File: src/rtl/fp_div_nr_seq.sv
`default_nettype none
// ============================================================================
// Module   : fp_div_nr_seq
// Purpose  : Sequencer for a single-precision IEEE-754 divider. It accepts
//            an operand pair, resolves special operands in one cycle, and
//            otherwise runs a non-restoring mantissa recurrence that retires
//            BITS_PER_CYCLE quotient bits per cycle. It then normalises,
//            rounds to nearest-even and presents the result with flags.
// Ports    : clk, rst               clock / synchronous active-high reset
//            in_valid, in_ready     operand handshake (ready only in IDLE)
//            a, b                   dividend / divisor (IEEE-754 single)
//            out_valid, out_ready   result handshake (valid only in DONE)
//            result                 quotient (IEEE-754 single)
//            flags                  {invalid, div_by_zero, overflow,
//                                    underflow, inexact}
// Params   : BITS_PER_CYCLE         1 or 2 quotient bits per DIVIDE cycle
// Revision : 1.0  initial release
// ============================================================================
module fp_div_nr_seq #(
    parameter int BITS_PER_CYCLE = 1
) (
    input  logic        clk,
    input  logic        rst,
    input  logic        in_valid,
    output logic        in_ready,
    input  logic [31:0] a,
    input  logic [31:0] b,
    output logic        out_valid,
    input  logic        out_ready,
    output logic [31:0] result,
    output logic [4:0]  flags
);

    localparam int          c_STEPS    = 26;
    localparam logic [4:0]  c_LAST_CNT = 5'(c_STEPS - BITS_PER_CYCLE);
    localparam logic [4:0]  c_CNT_INC  = 5'(BITS_PER_CYCLE);
    localparam logic [31:0] c_QNAN     = 32'h7FC0_0000;

    typedef enum logic [2:0] {
        S_IDLE    = 3'd0,
        S_SPECIAL = 3'd1,
        S_DIVIDE  = 3'd2,
        S_NORM    = 3'd3,
        S_DONE    = 3'd4
    } state_t;

    state_t      state_q,  state_d;
    logic [31:0] a_q,      a_d;
    logic [31:0] b_q,      b_d;
    logic [26:0] r_q,      r_d;       // signed partial remainder
    logic [23:0] d_q,      d_d;       // divisor significand 1.mb
    logic [25:0] q_q,      q_d;       // quotient, q[25] has weight 2^0
    logic [4:0]  cnt_q,    cnt_d;     // recurrence steps already retired
    logic [31:0] result_q, result_d;
    logic [4:0]  flags_q,  flags_d;

    // Denormals have exponent 0 and are therefore treated as zero.
    function automatic logic is_zero(input logic [7:0] e);
        return e == 8'h00;
    endfunction

    function automatic logic is_inf(input logic [7:0] e, input logic [22:0] m);
        return (e == 8'hFF) && (m == 23'd0);
    endfunction

    function automatic logic is_nan(input logic [7:0] e, input logic [22:0] m);
        return (e == 8'hFF) && (m != 23'd0);
    endfunction

    logic w_in_special;
    logic w_sign;
    logic w_a_zero, w_a_inf, w_a_nan, w_b_zero, w_b_inf, w_b_nan;

    assign w_in_special = is_zero(a[30:23]) || (a[30:23] == 8'hFF) ||
                          is_zero(b[30:23]) || (b[30:23] == 8'hFF);
    assign w_sign   = a_q[31] ^ b_q[31];
    assign w_a_zero = is_zero(a_q[30:23]);
    assign w_a_inf  = is_inf(a_q[30:23], a_q[22:0]);
    assign w_a_nan  = is_nan(a_q[30:23], a_q[22:0]);
    assign w_b_zero = is_zero(b_q[30:23]);
    assign w_b_inf  = is_inf(b_q[30:23], b_q[22:0]);
    assign w_b_nan  = is_nan(b_q[30:23], b_q[22:0]);

    // Scratch values for the recurrence and the normalise/round step.
    logic [26:0]        w_r;
    logic [26:0]        w_r_sh;
    logic [25:0]        w_q;
    logic [26:0]        w_rem;
    logic [24:0]        w_qn;
    logic signed [9:0]  w_exp;
    logic [23:0]        w_mant;
    logic               w_guard;
    logic               w_sticky;
    logic               w_inc;

    always_comb begin
        state_d  = state_q;
        a_d      = a_q;
        b_d      = b_q;
        r_d      = r_q;
        d_d      = d_q;
        q_d      = q_q;
        cnt_d    = cnt_q;
        result_d = result_q;
        flags_d  = flags_q;
        w_r      = r_q;
        w_r_sh   = r_q;
        w_q      = q_q;
        w_rem    = r_q;
        w_qn     = q_q[24:0];
        w_exp    = 10'sd0;
        w_mant   = 24'd0;
        w_guard  = 1'b0;
        w_sticky = 1'b0;
        w_inc    = 1'b0;

        case (state_q)
            S_IDLE: begin
                if (in_valid) begin
                    a_d     = a;
                    b_d     = b;
                    r_d     = {3'b000, 1'b1, a[22:0]};
                    d_d     = {1'b1, b[22:0]};
                    q_d     = 26'd0;
                    cnt_d   = 5'd0;
                    state_d = w_in_special ? S_SPECIAL : S_DIVIDE;
                end
            end

            S_SPECIAL: begin
                state_d = S_DONE;
                if (w_a_nan || w_b_nan || (w_a_zero && w_b_zero) || (w_a_inf && w_b_inf)) begin
                    result_d = c_QNAN;
                    flags_d  = 5'b10000;
                end else if (w_b_zero && !w_a_inf) begin
                    result_d = {w_sign, 8'hFF, 23'd0};
                    flags_d  = 5'b01000;
                end else if (w_a_inf) begin
                    result_d = {w_sign, 8'hFF, 23'd0};
                    flags_d  = 5'b00000;
                end else begin
                    result_d = {w_sign, 31'd0};
                    flags_d  = 5'b00000;
                end
            end

            S_DIVIDE: begin
                // The very first step compares R against D unshifted, so the
                // first quotient bit carries weight 2^0. Quotient bits are
                // shifted in MSB first and land at q[25] after all steps.
                for (int i = 0; i < BITS_PER_CYCLE; i++) begin
                    w_r_sh = ((cnt_q == 5'd0) && (i == 0)) ? w_r : {w_r[25:0], 1'b0};
                    if (w_r[26]) begin
                        w_r = w_r_sh + {3'b000, d_q};
                    end else begin
                        w_r = w_r_sh - {3'b000, d_q};
                    end
                    w_q = {w_q[24:0], ~w_r[26]};
                end
                r_d   = w_r;
                q_d   = w_q;
                cnt_d = cnt_q + c_CNT_INC;
                if (cnt_q == c_LAST_CNT) begin
                    state_d = S_NORM;
                end
            end

            S_NORM: begin
                state_d = S_DONE;
                // A negative final remainder is restored only to learn
                // whether any nonzero remainder is left for the sticky bit.
                w_rem    = r_q[26] ? (r_q + {3'b000, d_q}) : r_q;
                w_exp    = $signed({2'b00, a_q[30:23]}) - $signed({2'b00, b_q[30:23]}) + 10'sd127;
                if (!q_q[25]) begin
                    w_qn  = {q_q[23:0], 1'b0};
                    w_exp = w_exp - 10'sd1;
                end
                w_guard  = w_qn[1];
                w_sticky = w_qn[0] | (|w_rem);
                w_inc    = w_guard & (w_sticky | w_qn[2]);
                w_mant   = {1'b0, w_qn[24:2]} + {23'd0, w_inc};
                // Carry out of the mantissa leaves the fraction at zero and
                // bumps the exponent by one.
                if (w_mant[23]) begin
                    w_exp = w_exp + 10'sd1;
                end
                if (w_exp >= 10'sd255) begin
                    result_d = {w_sign, 8'hFF, 23'd0};
                    flags_d  = 5'b00101;
                end else if (w_exp <= 10'sd0) begin
                    result_d = {w_sign, 31'd0};
                    flags_d  = 5'b00011;
                end else begin
                    result_d = {w_sign, w_exp[7:0], w_mant[22:0]};
                    flags_d  = {4'b0000, w_guard | w_sticky};
                end
            end

            S_DONE: begin
                if (out_ready) begin
                    state_d = S_IDLE;
                end
            end

            default: begin
                state_d = S_IDLE;
            end
        endcase
    end

    always_ff @(posedge clk) begin
        if (rst) begin
            state_q  <= S_IDLE;
            a_q      <= 32'd0;
            b_q      <= 32'd0;
            r_q      <= 27'd0;
            d_q      <= 24'd0;
            q_q      <= 26'd0;
            cnt_q    <= 5'd0;
            result_q <= 32'd0;
            flags_q  <= 5'd0;
        end else begin
            state_q  <= state_d;
            a_q      <= a_d;
            b_q      <= b_d;
            r_q      <= r_d;
            d_q      <= d_d;
            q_q      <= q_d;
            cnt_q    <= cnt_d;
            result_q <= result_d;
            flags_q  <= flags_d;
        end
    end

    assign in_ready  = (state_q == S_IDLE);
    assign out_valid = (state_q == S_DONE);
    assign result    = result_q;
    assign flags     = flags_q;

endmodule
`default_nettype wire

File: config.mk
export PLATFORM = sky130hd
export DESIGN_NAME = fp_div_nr_seq
export DESIGN_NICKNAME = d
export VERILOG_FILES = /design/src/rtl/fp_div_nr_seq.sv
export SDC_FILE = /design/constraint.sdc
export NUM_CORES = 1
export LEC_CHECK = 0
export CORE_MARGIN = 2
export CORE_UTILIZATION = 45
export DETAILED_ROUTE_END_ITERATION = 10
export PLACE_DENSITY_LB_ADDON = 0.1
export SYNTH_ARGS = -nofsm -noshare
export SYNTH_HDL_FRONTEND = slang
export SYNTH_SLANG_ARGS = --single-unit
File: constraint.sdc
create_clock -name clk -period 7.4 [get_ports clk]
set_input_delay 2.22 -clock clk [delete_from_list [all_inputs] [get_ports clk]]
set_output_delay 2.22 -clock clk [all_outputs]
set_load 0.005 [all_outputs]
==> metrics.md <==
| Metric | Value |
|---|---|
| GR Util All Layers | `0.224` |
| I/O pin cnt | `~110` |
| Critical path, cell by cell | `inv_1 -> ha_1 -> nor3b_1 -> nor4b_1 -> a21oi_1 -> xor2_1 -> ha_1 -> a21o_1 -> a21o_1 -> a21oi_1 -> nand2_1 -> o211ai_1 -> a21oi_1 -> a221o_1 -> a21o_1 -> a21oi_1 -> o21ai_0 -> o311ai_0` |
| F_max | `~200 MHz` |
| Post-DRT Antenna Nets | `0` |
| Syn Area/Cell | `between 7 and 8 µm²` |
| Final Slew Violations | `0` |
| Synth top cells by count | `nand2_1, a21oi_1, dfxtp_1` |
| Routed length per placed instance | `between 15 and 20 µm` |
| GRT met2 Usage | `0.374` |
| Top_reg_cell synth | `dfxtp_1` |
| Initial DRT Pass Iterations | `5` |
| Grt ovf | `0` |
| Dominant cell type by area after synthesis | `dfxtp_1` |
| Register area | `0.00326 mm²` |
| Setup bufs post-CTS | `0` |
| Final setup fails | `0` |
| Num CTS Buffers | `17` |
| WP data required | `7.69 ns` |
| Tightest Hold Check Type | `reg2reg` |
| Outcome | `finished clean` |
| Yosys top cell area share | `0.291` |
| Clk_lat worst skew | `roughly 0.44 ns` |
| H-tree levels | `4` |
| Setup_tns | `0 ns` |
| Crit path DAT | `around 5.4 ns` |
| Die W | `162 µm` |
| CORE AREA | `approximately 0.024 mm²` |
| ANT cells | `0` |
| Critical path launch point type | `flip-flop` |
| Via count | `between 10000 and 15000` |
| Final worst path period need | `5.07 ns` |
| Unrepaired setup endpoints after global routing | `false` |
| CP peak stage delay | `0.77 ns` |
| Vias per cell | `around 5.6` |
| Area of the multi-input gates | `roughly 0.0074 mm²` |
| Initial Utilization | `0.459` |
| Nets@finish | `between 1500 and 2000` |
| Area after DPL | `about 0.012 mm²` |
| Dpl hpwl | `21400 µm` |
| Worst vdd ir | `roughly 0.13 mV` |
| Met3 usage in global routing | `0.0294` |
| Vias in the first global route | `approximately 9800` |
| Post-CTS resize count | `0` |
| Post-Syn Nets | `1600` |
| Clock sink count | `about 160` |
| Max Cap Viol | `0` |
| Cts hold-fix bufs | `0` |
| Remaining routing DRC violations | `0` |
| Setup Skew | `around 0.015 ns` |
| Reg clk slew, reported paths | `roughly 0.080 ns` |
| Die area | `0.0262 mm²` |
| Lkg Pwr | `4.86 nW` |
| P&R area growth vs syn | `15.9%` |
| Non-Filler Instances | `1856` |
| GR met1 Demand/Resource | `0.309` |
| Sequential share of the synthesized area | `0.291` |
| Yosys cell types | `79` |
| Most used cell, CP | `a21oi_1` |
| Max clock buf depth | `2` |
| Ys async rst share | `0` |
| Register bit count reported by yosys | `around 160` |
| First-pass GRT wire length | `around 49000 µm` |
| Synth area leaders | `dfxtp_1, nand2_1, a21oi_1, ha_1, nor2_1` |
| CTS root buffer | `clkbuf_16` |
| Critical path peak fanout | `6` |
| Fin. Hold Viols | `0` |
| GP Congestion | `between 0.8 and 0.9` |
| Cell Area, Synth | `around 0.011 mm²` |
| Slew headroom | `0.188` |
| Die Span Y | `about 160 µm` |
| CTS tree | `done` |
| CP max-delay cell | `nor4b_1` |
| Largest net degree at the start of global routing | `91` |
| Share of post-route cells with drive strength above 1 | `0.0607` |
| Antenna violations before repair | `0` |
| Row cnt | `between 50 and 60` |
| Critical path type | `reg2reg` |
| I/O Buffers | `between 100 and 150` |
| Synthesis Warnings | `0` |
| Tcrit/Tclk final | `0.685` |
| Filler cells | `roughly 2400` |
| Iter 0 DRT Violations | `roughly 600` |
| Finished layout cell area | `approximately 0.013 mm²` |
| Final WL | `about 29000 µm` |
| Dpl cells | `about 1800` |
| Critical Path Sink Type | `flip-flop` |
| Post-synthesis cell count | `1463` |
| Post-synth EDFFs | `0` |
| Worst Tran Pin Value | `approximately 1.2 ns` |
| Pwr Density | `around 260 mW/mm²` |
| Most common cell in the netlist | `nand2_1` |
| Busiest grt layer | `met2` |
where the power goes:
part	leakage, nW	total, mW	switching, mW	internal [mW]
clock network	0.292	0.897	0.415	0.482
registers	1.33	1.03	0.0943	0.940
logic	3.24	1.44	0.807	0.632
routing by layer:
| metal | vias to the layer above | wire, µm |
|---|---|---|
| li1 | 5392 | - |
| met1 | 4850 | 14200 |
| met2 | 184 | 13500 |
| met3 | 25 | 924 |
| met4 | 0 | 418 |
| met5 | - | 0 |
worst max-delay path, delay by kind of cell (launching register included):
| kind | cells | cell delay (ns) |
|---|---|---|
| AO/OA/AOI/OAI | 11 | 2.54 |
| XOR/XNOR | 1 | 0.18 |
| adder cells (fa/ha/maj) | 2 | 0.58 |
| buffers and inverters | 1 | 0.12 |
| flip-flops | 1 | 0.36 |
| AND/OR/NAND/NOR | 3 | 1.10 |
registers in the layout (all words and copies together), names as in the netlist:
name     cells
a_q         32
b_q         32
cnt_q        5
d_q          1
flags        5
q_q         26
r_q         27
result      32
state_q      3
per-stage QoR:
step	power, mW	hold WS, ns	setup slack (ns)	util
floorplan	2.16	0.436	2.89	-
detailed placement	2.47	0.447	2.40	0.508
global route	3.61	0.471	1.68	0.532
CTS	3.38	0.456	2.33	0.532
finish	3.37	0.454	2.33	0.532
global placement	2.47	0.443	2.66	0.508
cells in the final DEF (no fill, tap or decap), drive strengths merged, types with 7 or more instances in the layout:
master / synthesis / final
nand2b: 14 / 14
dfxtp: 163 / 163
and3: 10 / 10
clkbuf: 61 / 18
a31oi: 21 / 21
a32o: 8 / 8
nand3: 46 / 46
nor3: 25 / 25
o21a: 15 / 15
buf: 16 / 9
nand2: 252 / 252
mux2: 27 / 27
or2: 7 / 7
xnor2: 46 / 46
a21o: 24 / 24
xor2: 35 / 35
clkdlybuf4s50: 0 / 105
and2: 14 / 14
a21oi: 187 / 187
or4: 7 / 7
a22o: 16 / 16
nor2b: 18 / 18
o211ai: 8 / 8
a211oi: 19 / 19
nor4: 21 / 21
o21ai: 44 / 44
inv: 47 / 54
ha: 66 / 66
a311oi: 20 / 20
nor2: 109 / 109
nand4: 18 / 18
logic make-up after synthesis:
logic type      after synthesis  synth area share
simple gates                573             0.242
flops                       163             0.291
mux                          32            0.0316
buf+inv                     124            0.0475
xor+xnor                     82            0.0654
compound gates              420             0.243
fa+ha+maj                    69            0.0791
layout make-up:
| cell class | count | area share |
|---|---|---|
| multi-input combinational | 1176 | 0.572 |
| sequential | 163 | 0.252 |
| timing repair buffer | 114 | 0.0862 |
| clock buffer | 18 | 0.0331 |
| tap | 324 | 0.0312 |
| inverter | 47 | 0.0136 |
| clock inverter | 14 | 0.0126 |
path summary, 6_finish.rpt:
kind / start / to / slack (ns) / depth (start not counted)
worst max-delay path: b_q[1] / r_q[25] / 2.33 / 18
worst max register to register: b_q[1] / r_q[25] / 2.33 / 18
worst min register to register: flags[2] / flags[2] / 0.45 / 2
worst min-delay path: flags[2] / flags[2] / 0.45 / 2
(Power assumes the default switching activity.)
